[src/rtl/link_pkg.sv]
// Shared serial-beat layout and helpers for the credit-based internode link.
// LINK_PARITY_EN adds one even-parity bit on top of the credit/valid/flit beat.
package link_pkg;

   localparam int unsigned LINK_FLIT_W    = 128;
   localparam int unsigned VALID_BIT_OFS  = 0;
   localparam int unsigned CREDIT_BIT_OFS = 1;
   localparam int unsigned PARITY_BIT_OFS = 2;
   localparam int unsigned PARITY_MAX_W   = 1024;

`ifdef LINK_PARITY_EN
   localparam int unsigned SER_OVH = 3;
`else
   localparam int unsigned SER_OVH = 2;
`endif

   typedef struct packed {
      logic                   credit;
      logic                   valid;
      logic [LINK_FLIT_W-1:0] flit;
   } ser_beat_t;

   // Callers zero-extend their operand; zero padding leaves the parity unchanged.
   function automatic logic even_parity(input logic [PARITY_MAX_W-1:0] bits);
      return ^bits;
   endfunction

endpackage

[src/rtl/link_rx_fifo.sv]
// First-word-fall-through synchronous FIFO with a sticky overflow flag.
// Push while full is accepted only if a pop frees a slot in the same cycle.
module link_rx_fifo #(
   parameter int unsigned DEPTH = 16,
   parameter int unsigned WIDTH = 128
) (
   input  logic             clk,
   input  logic             rst,
   input  logic             push,
   input  logic [WIDTH-1:0] wdata,
   input  logic             pop,
   output logic [WIDTH-1:0] rdata,
   output logic             full,
   output logic             empty,
   output logic             overflow
);

   localparam int unsigned AW = $clog2(DEPTH);
   localparam logic [AW:0] PTR_ONE = {{AW{1'b0}}, 1'b1};

   logic [WIDTH-1:0] mem_q [DEPTH];
   logic [AW:0]      wr_ptr_q, rd_ptr_q;
   logic             overflow_q;
   logic             do_push, do_pop;

   // Extra pointer MSB tells a full FIFO from an empty one.
   assign empty    = (wr_ptr_q == rd_ptr_q);
   assign full     = (wr_ptr_q[AW] != rd_ptr_q[AW]) && (wr_ptr_q[AW-1:0] == rd_ptr_q[AW-1:0]);
   assign do_pop   = pop && !empty;
   assign do_push  = push && (!full || do_pop);
   assign rdata    = empty ? '0 : mem_q[rd_ptr_q[AW-1:0]];
   assign overflow = overflow_q;

   always_ff @(posedge clk) begin
      if (do_push) begin
         mem_q[wr_ptr_q[AW-1:0]] <= wdata;
      end
   end

   always_ff @(posedge clk) begin
      if (rst) begin
         wr_ptr_q   <= '0;
         rd_ptr_q   <= '0;
         overflow_q <= 1'b0;
      end else begin
         if (do_push) wr_ptr_q <= wr_ptr_q + PTR_ONE;
         if (do_pop)  rd_ptr_q <= rd_ptr_q + PTR_ONE;
         if (push && !do_push) overflow_q <= 1'b1;
      end
   end

endmodule

[src/rtl/credit_internode_link.sv]
// One direction pair of a torus internode link: credit-gated TX delay line and RX FIFO.
// Define LINK_PARITY_EN for per-beat even parity and the parity_err_cnt port.
module credit_internode_link
   import link_pkg::*;
#(
   parameter int unsigned FLIT_W   = 128,
   parameter int unsigned DELAY    = 4,
   parameter int unsigned RX_DEPTH = 16,
   parameter int unsigned CNT_W    = $clog2(RX_DEPTH + 1)
) (
   input  logic                      clk,
   input  logic                      rst,
   input  logic [FLIT_W-1:0]         tx_par_data,
   input  logic                      tx_par_data_valid,
   output logic                      tx_ready,
   output logic [FLIT_W+SER_OVH-1:0] tx_ser_data,
   input  logic [FLIT_W+SER_OVH-1:0] rx_ser_data,
   output logic [FLIT_W-1:0]         rx_par_data,
   output logic                      rx_par_data_valid,
   input  logic                      rx_par_data_ready,
   output logic [CNT_W-1:0]          credit_count,
`ifdef LINK_PARITY_EN
   output logic [15:0]               parity_err_cnt,
`endif
   output logic                      overflow_err
);

   localparam int unsigned SER_W = FLIT_W + SER_OVH;
   localparam logic [CNT_W-1:0] FULL_CREDITS = CNT_W'(RX_DEPTH);
   localparam logic [CNT_W-1:0] CNT_ONE      = CNT_W'(1);

   logic             fire;
   logic             credit_in;
   logic             credit_out;
   logic             pop_fire;
   logic             rx_push;
   logic             rx_empty;
   logic             rx_full_unused;
   logic [FLIT_W-1:0] tx_flit;
   logic [SER_W-1:0] beat0;
   logic [SER_W-1:0] pipe_q [DELAY];
   logic [CNT_W-1:0] cnt_q, cnt_d;

   assign tx_ready     = (cnt_q != '0);
   assign fire         = tx_par_data_valid && tx_ready;
   assign credit_count = cnt_q;
   assign credit_in    = rx_ser_data[FLIT_W+CREDIT_BIT_OFS];
   assign pop_fire     = rx_par_data_valid && rx_par_data_ready;
   assign tx_flit      = fire ? tx_par_data : '0;

`ifdef LINK_PARITY_EN
   logic             rx_par_ok;
   logic             perr;
   logic [CNT_W-1:0] owed_q, owed_d;
   logic [15:0]      perr_cnt_q;

   assign rx_par_ok = rx_ser_data[FLIT_W+PARITY_BIT_OFS]
                      == even_parity(PARITY_MAX_W'(rx_ser_data[FLIT_W:0]));
   assign rx_push   = rx_ser_data[FLIT_W+VALID_BIT_OFS] && rx_par_ok;
   assign perr      = rx_ser_data[FLIT_W+VALID_BIT_OFS] && !rx_par_ok;
   // Only one credit fits in a beat; surplus credits queue up in owed_q.
   assign credit_out     = pop_fire || perr || (owed_q != '0);
   assign parity_err_cnt = perr_cnt_q;

   always_comb begin
      owed_d = owed_q;
      if (pop_fire && perr) begin
         owed_d = owed_q + CNT_ONE;
      end else if (!pop_fire && !perr && owed_q != '0) begin
         owed_d = owed_q - CNT_ONE;
      end
   end

   always_ff @(posedge clk) begin
      if (rst) begin
         owed_q     <= '0;
         perr_cnt_q <= '0;
      end else begin
         owed_q <= owed_d;
         if (perr && perr_cnt_q != 16'hFFFF) perr_cnt_q <= perr_cnt_q + 16'd1;
      end
   end
`else
   assign rx_push    = rx_ser_data[FLIT_W+VALID_BIT_OFS];
   assign credit_out = pop_fire;
`endif

   always_comb begin
      beat0 = '0;
      beat0[FLIT_W-1:0]             = tx_flit;
      beat0[FLIT_W+VALID_BIT_OFS]   = fire;
      beat0[FLIT_W+CREDIT_BIT_OFS]  = credit_out;
`ifdef LINK_PARITY_EN
      beat0[FLIT_W+PARITY_BIT_OFS]  = even_parity(PARITY_MAX_W'({fire, tx_flit}));
`endif
   end

   always_ff @(posedge clk) begin
      if (rst) begin
         for (int i = 0; i < DELAY; i++) pipe_q[i] <= '0;
      end else begin
         pipe_q[0] <= beat0;
         for (int i = 1; i < DELAY; i++) pipe_q[i] <= pipe_q[i-1];
      end
   end

   assign tx_ser_data = pipe_q[DELAY-1];

   // A credit arriving at the full count is dropped rather than wrapping.
   always_comb begin
      cnt_d = cnt_q;
      if (fire && !credit_in) begin
         cnt_d = cnt_q - CNT_ONE;
      end else if (!fire && credit_in && cnt_q != FULL_CREDITS) begin
         cnt_d = cnt_q + CNT_ONE;
      end
   end

   always_ff @(posedge clk) begin
      if (rst) cnt_q <= FULL_CREDITS;
      else     cnt_q <= cnt_d;
   end

   link_rx_fifo #(
      .DEPTH (RX_DEPTH),
      .WIDTH (FLIT_W)
   ) u_rx_fifo (
      .clk      (clk),
      .rst      (rst),
      .push     (rx_push),
      .wdata    (rx_ser_data[FLIT_W-1:0]),
      .pop      (pop_fire),
      .rdata    (rx_par_data),
      .full     (rx_full_unused),
      .empty    (rx_empty),
      .overflow (overflow_err)
   );

   assign rx_par_data_valid = !rx_empty;

endmodule

[config.mk]
export PLATFORM = sky130hd
export DESIGN_NAME = credit_internode_link
export DESIGN_NICKNAME = d
export VERILOG_FILES = /design/src/rtl/link_pkg.sv /design/src/rtl/link_rx_fifo.sv /design/src/rtl/credit_internode_link.sv
export SDC_FILE = /design/constraint.sdc
export NUM_CORES = 2
export LEC_CHECK = 0
export ABC_CLOCK_PERIOD_IN_PS = 20500
export CAP_MARGIN = 30
export CORE_AREA = 2 2 412 414
export CTS_BUF_LIST = sky130_fd_sc_hd__clkbuf_2
export DETAILED_ROUTE_END_ITERATION = 10
export DIE_AREA = 0 0 414 416
export PLACE_DENSITY = 0.74
export SETUP_SLACK_MARGIN = 0.02
export SLEW_MARGIN = 10
export SYNTH_ARGS = -nofsm -noshare
export SYNTH_HDL_FRONTEND = slang
export SYNTH_SLANG_ARGS = --single-unit
[constraint.sdc]
create_clock -name clk -period 20.5 [get_ports clk]
set_input_delay 4.1 -clock clk [delete_from_list [all_inputs] [get_ports clk]]
set_output_delay 4.1 -clock clk [all_outputs]
set_load 0.005 [all_outputs]
# [Word level (Yosys, flattened, before mapping)]
# Memories as Yosys holds them, arrays and structs flattened. A register that Yosys moved wholly into a read port is not among the register bits.
# Cells that the tools add are included.
[word_totals] reg_bits=16 out_inout_bits=266 ramBits=2568 n_memories=2 in_bits=262 word_cells=50
[mem_list] memory="u_rx_fifo.mem_q" depth=16 width=128 read_ports=1 rd_clocked_by_memory_dff=1 wr=1 line="link_rx_fifo.sv:21" source="logic [WIDTH-1:0] mem_q [DEPTH];"
[mem_list] memory="pipe_q" depth=4 width=130 read_ports=4 rd_clocked_by_memory_dff=0 wr=4 line="credit_internode_link.sv:41" source="logic [SER_W-1:0] pipe_q [DELAY];"
[classes] n_reduce_logical=17 mux=15 bitwise_logic=4 addsub=4 n_eq_ne=4
[ops] cell="$mux W130" n=4
[ops] cell="$mux W128" n=2
[ops] cell="$add A5 B1 Y5 const B" n=3
[ops] cell="$mux W5" n=2
[ops] cell="$logic_and A1 B1 Y1" n=9
[ops] cell="$mux W4" n=2
[ops] cell="$eq A5 B5 Y1" n=1
[ops] cell="$logic_not A1 Y1" n=5
[ops] cell="$mux W1" n=5
[ops] cell="$ne A5 B5 Y1 const B" n=1
[ops] cell="$reduce_bool A5 Y1" n=1
[ops] cell="$sub A5 B1 Y5 const B" n=1
[ops] cell="$eq A4 B4 Y1" n=1
[ops] cell="$or A1 B1 Y1" n=4
[ops] cell="$reduce_bool A2 Y1" n=1
[ops] cell="$logic_or A1 B1 Y1" n=1
[ops] cell="$ne A1 B1 Y1" n=1

# [Logic depth before layout (Yosys ltp)]
[depth] ltp_word=8 mapped_depth=9 depth_no_buf=8

# [Hierarchy]
# A second synthesis with hierarchy kept.
[hier_totals] hier_cells=4365 area_unflattened_um2=91357.6
[modules_own_cells] module="link_rx_fifo" seq_area_each_um2=61799.3 area_per_inst_um2=77033.9 n_inst=1 cells_per_inst=3228
[modules_own_cells] module="credit_internode_link" seq_area_each_um2=10510.1 area_per_inst_um2=14323.7 n_inst=1 cells_per_inst=1137

# [Worst setup path after synthesis]
# OpenSTA, ideal clock, no wires.
[synth_timing] kind="input port to flip-flop" startpoint="input port rx_par_data_ready" endpoint="register u_rx_fifo.wr_ptr_q[4]" required_ps=20410 setup_slack_ps=9068 t_arrival_ps=11341 n_path_buf=0 setup_ps=90 path_stages=3 cell_sequence="nor2_1 a21oi_1 mux2_2"
[synth_between] elab_chain_cells=4
[synth_rtl] item="start, declared" line="credit_internode_link.sv:20" source="input logic rx_par_data_ready,"
[synth_rtl] item="$logic_and A1 B1 Y1" line="credit_internode_link.sv:48" source="assign pop_fire = rx_par_data_valid && rx_par_data_ready;"
[synth_rtl] item="$logic_and A1 B1 Y1" line="link_rx_fifo.sv:29" source="assign do_pop = pop && !empty;"
[synth_rtl] item="$logic_or A1 B1 Y1" line="link_rx_fifo.sv:30" source="assign do_push = push && (!full || do_pop);"
[synth_rtl] item="$logic_and A1 B1 Y1" line="link_rx_fifo.sv:30"
[synth_rtl] item="end signal, assigned" line="link_rx_fifo.sv:46" source="if (do_push) wr_ptr_q <= wr_ptr_q + PTR_ONE;"
[synth_rtl] item="end, declared" line="link_rx_fifo.sv:22" source="logic [AW:0] wr_ptr_q, rd_ptr_q;"
# Every way passes these cells.
# A chain may end at the register's enable or synchronous reset.

==> results.json <==
{
  "status": "completed",
  "cp_slowest_cell": "buf_4",
  "leakage_nw": 35.01,
  "grt_pass1_vias": 47864,
  "crit_type": "reg -> out",
  "fillers": 11724,
  "slew_headroom": 0.1599,
  "synthFlopType": "edfxtp_1",
  "slowest_delay_ps": 780,
  "regToRegStartpoint": "u_rx_fifo.wr_ptr_q[3]$_SDFFE_PP0P_",
  "synth_nets": 4670,
  "crit_path_max_fanout": 42,
  "crit_chain": "buf_16 > buf_4 > buf_4 > buf_4 > buf_16 > mux4_2 > a22oi_1 > a21oi_1 > clkdlybuf4s50_1",
  "synth.avg_cell_area_um2": 20.83,
  "post_cts_buffers": 0,
  "period_share": 0.5231,
  "grt_usage": 0.2462,
  "startpoint_type": "flop",
  "clockBufferDepth": 4,
  "min_from": "pipe_q[2][125]$_SDFF_PP0_",
  "wirelength_mm": 213.6,
  "drtIter0Drc": 4714,
  "yosys_warnings": 0,
  "ant_nets": 0,
  "crit_arrival_ps": 6620,
  "antenna_found_initial": 55,
  "die_y_um": 416,
  "cts_buffers": 638,
  "wire_per_inst_um": 26.56,
  "finalCriticalPeriod_ps": 10720,
  "fin_nets": 5656,
  "postCtsHoldBufs": 0,
  "path_common_cell": "buf_4",
  "synth-seq-cells": 2588,
  "ys_async_sr_fraction": 0,
  "core_um2": 168100,
  "hold_class": "reg -> reg",
  "io_pins": 528,
  "drc": 0,
  "syn_inst": 4401,
  "clock-sinks": 2588,
  "yosys.cell_types.count": 51,
  "dpl_worst_slack_ps": 11370,
  "crit_required_ps": 16400,
  "synth-edff-count": 2048,
  "clock_skew_ps": 144.6,
  "row_count": 151,
  "drive_gt1_frac": 0.2725,
  "gp_congestion": 0.7472,
  "hold_depth": 1,
  "utilization": 0.6256,
  "netlist_area_um2": 91680,
  "htree_levels": 6,
  "grt_pass1_wl_mm": 309.9,
  "hold_viol": 0,
  "maxCapViolations": 0,
  "worstRegToRegCells": 8,
  "port_buffers": 527,
  "cts.clk_slew.worst_paths_ps": 100,
  "peakVddDrop_v": 0.00007067,
  "clk_latency_ps": 1910,
  "overflow": 0,
  "via_per_inst": 5.871,
  "dpl.hpwl_mm": 109.3,
  "layout-area-overhead-vs-synth_pct": 14.74,
  "setup_viol": 0,
  "drv_slew": 0,
  "root_buffer": "clkbuf_2",
  "grt_start_max_net_pins": 143,
  "dieWidth_um": 414,
  "worst_pin_slew_ps": 1260,
  "power_density_nw_per_um2": 96.86,
  "endpoint_kind": "output port",
  "fmax_mhz": 93.25,
  "seq_area_frac_synth": 0.7887,
  "vias": 47224,
  "setup_tns_ps": 0,
  "cts_tree": "done",
  "cts-resized-gates": 0,
  "dr.pass1.iters": 7,
  "initial_core_util": 0.5452,
  "rsz0062_at_grt": "no",
  "setup_ws_ps": 9776,
  "die-area_um2": 172200
}
kinds of logic (layout without fill, tap and decap cells):
kind of cell             count (synthesis)  count (layout)  share of synthesized area
XOR/XNOR                                 7               7                  0.0006687
AND/OR/NAND/NOR                        585             585                    0.03948
AO/OA/AOI/OAI                          418             418                    0.03068
flip-flops                            2588            2588                     0.7887
multiplexers                           522             522                     0.1271
other                                    0              31                          0
buffers and inverters                  274            1668                    0.01239
adder cells (fa/ha/maj)                  7               7                  0.0009553
critical path, delay by kind of cell (launching register included):
family                 cells  cell delay (ps)
DFF                        1              560
AOI/OAI and AO/OA          2              330
muxes                      1              530
buffers and inverters      6             3170
registers in the layout (all words and copies together), names as in the netlist, named ones only:
register	flops
credit_count	5
u_rx_fifo.wr_ptr_q	5
u_rx_fifo.overflow	1
u_rx_fifo.rd_ptr_q	5
u_rx_fifo.mem_q	2048
pipe_q	520
layout by cell type (no fill, tap or decap), types with 5 or more instances in the layout:
cell	count
inv_2	15
a22oi_1	256
nand2_1	8
nor2_1	11
edfxtp_1	2048
buf_4	61
bufinv_16	11
buf_16	12
clkdlybuf4s50_1	526
mux4_2	512
a21oi_1	134
and3_4	11
inv_1	9
buf_12	10
clkinv_1	103
clkbuf_2	909
mux2_2	6
diode_2	31
ha_1	7
and3_1	129
xnor2_1	5
dfxtp_1	538
nor2b_1	397
clkinv_2	9
metal layers:
| layer | global-route usage | wire length, um | vias to the layer above |
|---|---|---|---|
| met2 | 0.3893 | 104000 | 2411 |
| met1 | 0.3218 | 82440 | 24234 |
| met5 | 0 | 343 | - |
| li1 | - | - | 20127 |
| met3 | 0.07849 | 20940 | 400 |
| met4 | 0.09456 | 5964 | 52 |
cell usage after synthesis, drive strengths merged, types with 2 or more instances:
library cell  count  share of area
o21a              2        0.00025
nor2             13        0.00053
nor3              4        0.00022
o21ai             4        0.00022
mux2i             3        0.00046
o211ai            2        0.00016
o311ai            2        0.00019
nor2b           399          0.027
a31oi             3        0.00020
dfxtp           540           0.12
clkbuf          184         0.0077
and2              3        0.00020
inv              10        0.00041
a211oi            3        0.00025
a22oi           256          0.021
nor4              2        0.00014
and3            140         0.0096
and4              6        0.00057
buf              80         0.0043
or4               2        0.00020
mux4            512           0.13
edfxtp         2048           0.67
nand2             8        0.00033
mux2              7        0.00086
nand4             2        0.00014
a21oi           136         0.0075
nand3             3        0.00016
xnor2             5        0.00048
ha                7        0.00096
xor2              2        0.00019
per-stage QoR:
stage / area [um^2] / power, mW / instances / hold slack (ps)
2_1_floorplan: 91680 / 6.536 / 4401 / 413.8
6_report: 105200 / 10.19 / 8044 / 370.0
4_1_cts: 104900 / 10.30 / 8005 / 337.4
5_1_grt: 105200 / 10.63 / 8032 / 387.3
3_3_place_gp: 99340 / 7.049 / 6949 / 415.4
3_5_place_dp: 99550 / 7.079 / 6957 / 420.4
power breakdown:
part	switching, mW	total, mW	internal, mW
Sequential	0.0258	5.76	5.73
Combinational	0.609	1.19	0.583
Clock	1.93	3.24	1.31
cell type report:
| cell class | instances | area (um^2) | share of cell area |
|---|---|---|---|
| multi-input cells | 1539 | 18340 | 0.1744 |
| inverters | 10 | 38.79 | 0.0003687 |
| well taps | 2218 | 2775 | 0.02638 |
| diodes | 31 | 77.57 | 0.0007374 |
| clock inverters | 139 | 828.3 | 0.007874 |
| flip-flops and latches | 2588 | 72320 | 0.6874 |
| clock buffers | 909 | 4549 | 0.04325 |
| repair buffers | 610 | 6269 | 0.05959 |
path summary, 6_finish.rpt:
check	end	slack [ps]
worst max register to register	u_rx_fifo.mem_q[2][50]$_DFFE_PP_	15320
worst min-delay path	pipe_q[3][125]$_SDFF_PP0_	370
worst max-delay path	rx_par_data[61]	9780
worst min register to register	pipe_q[3][125]$_SDFF_PP0_	370
Power figures use the tool's default switching activity.
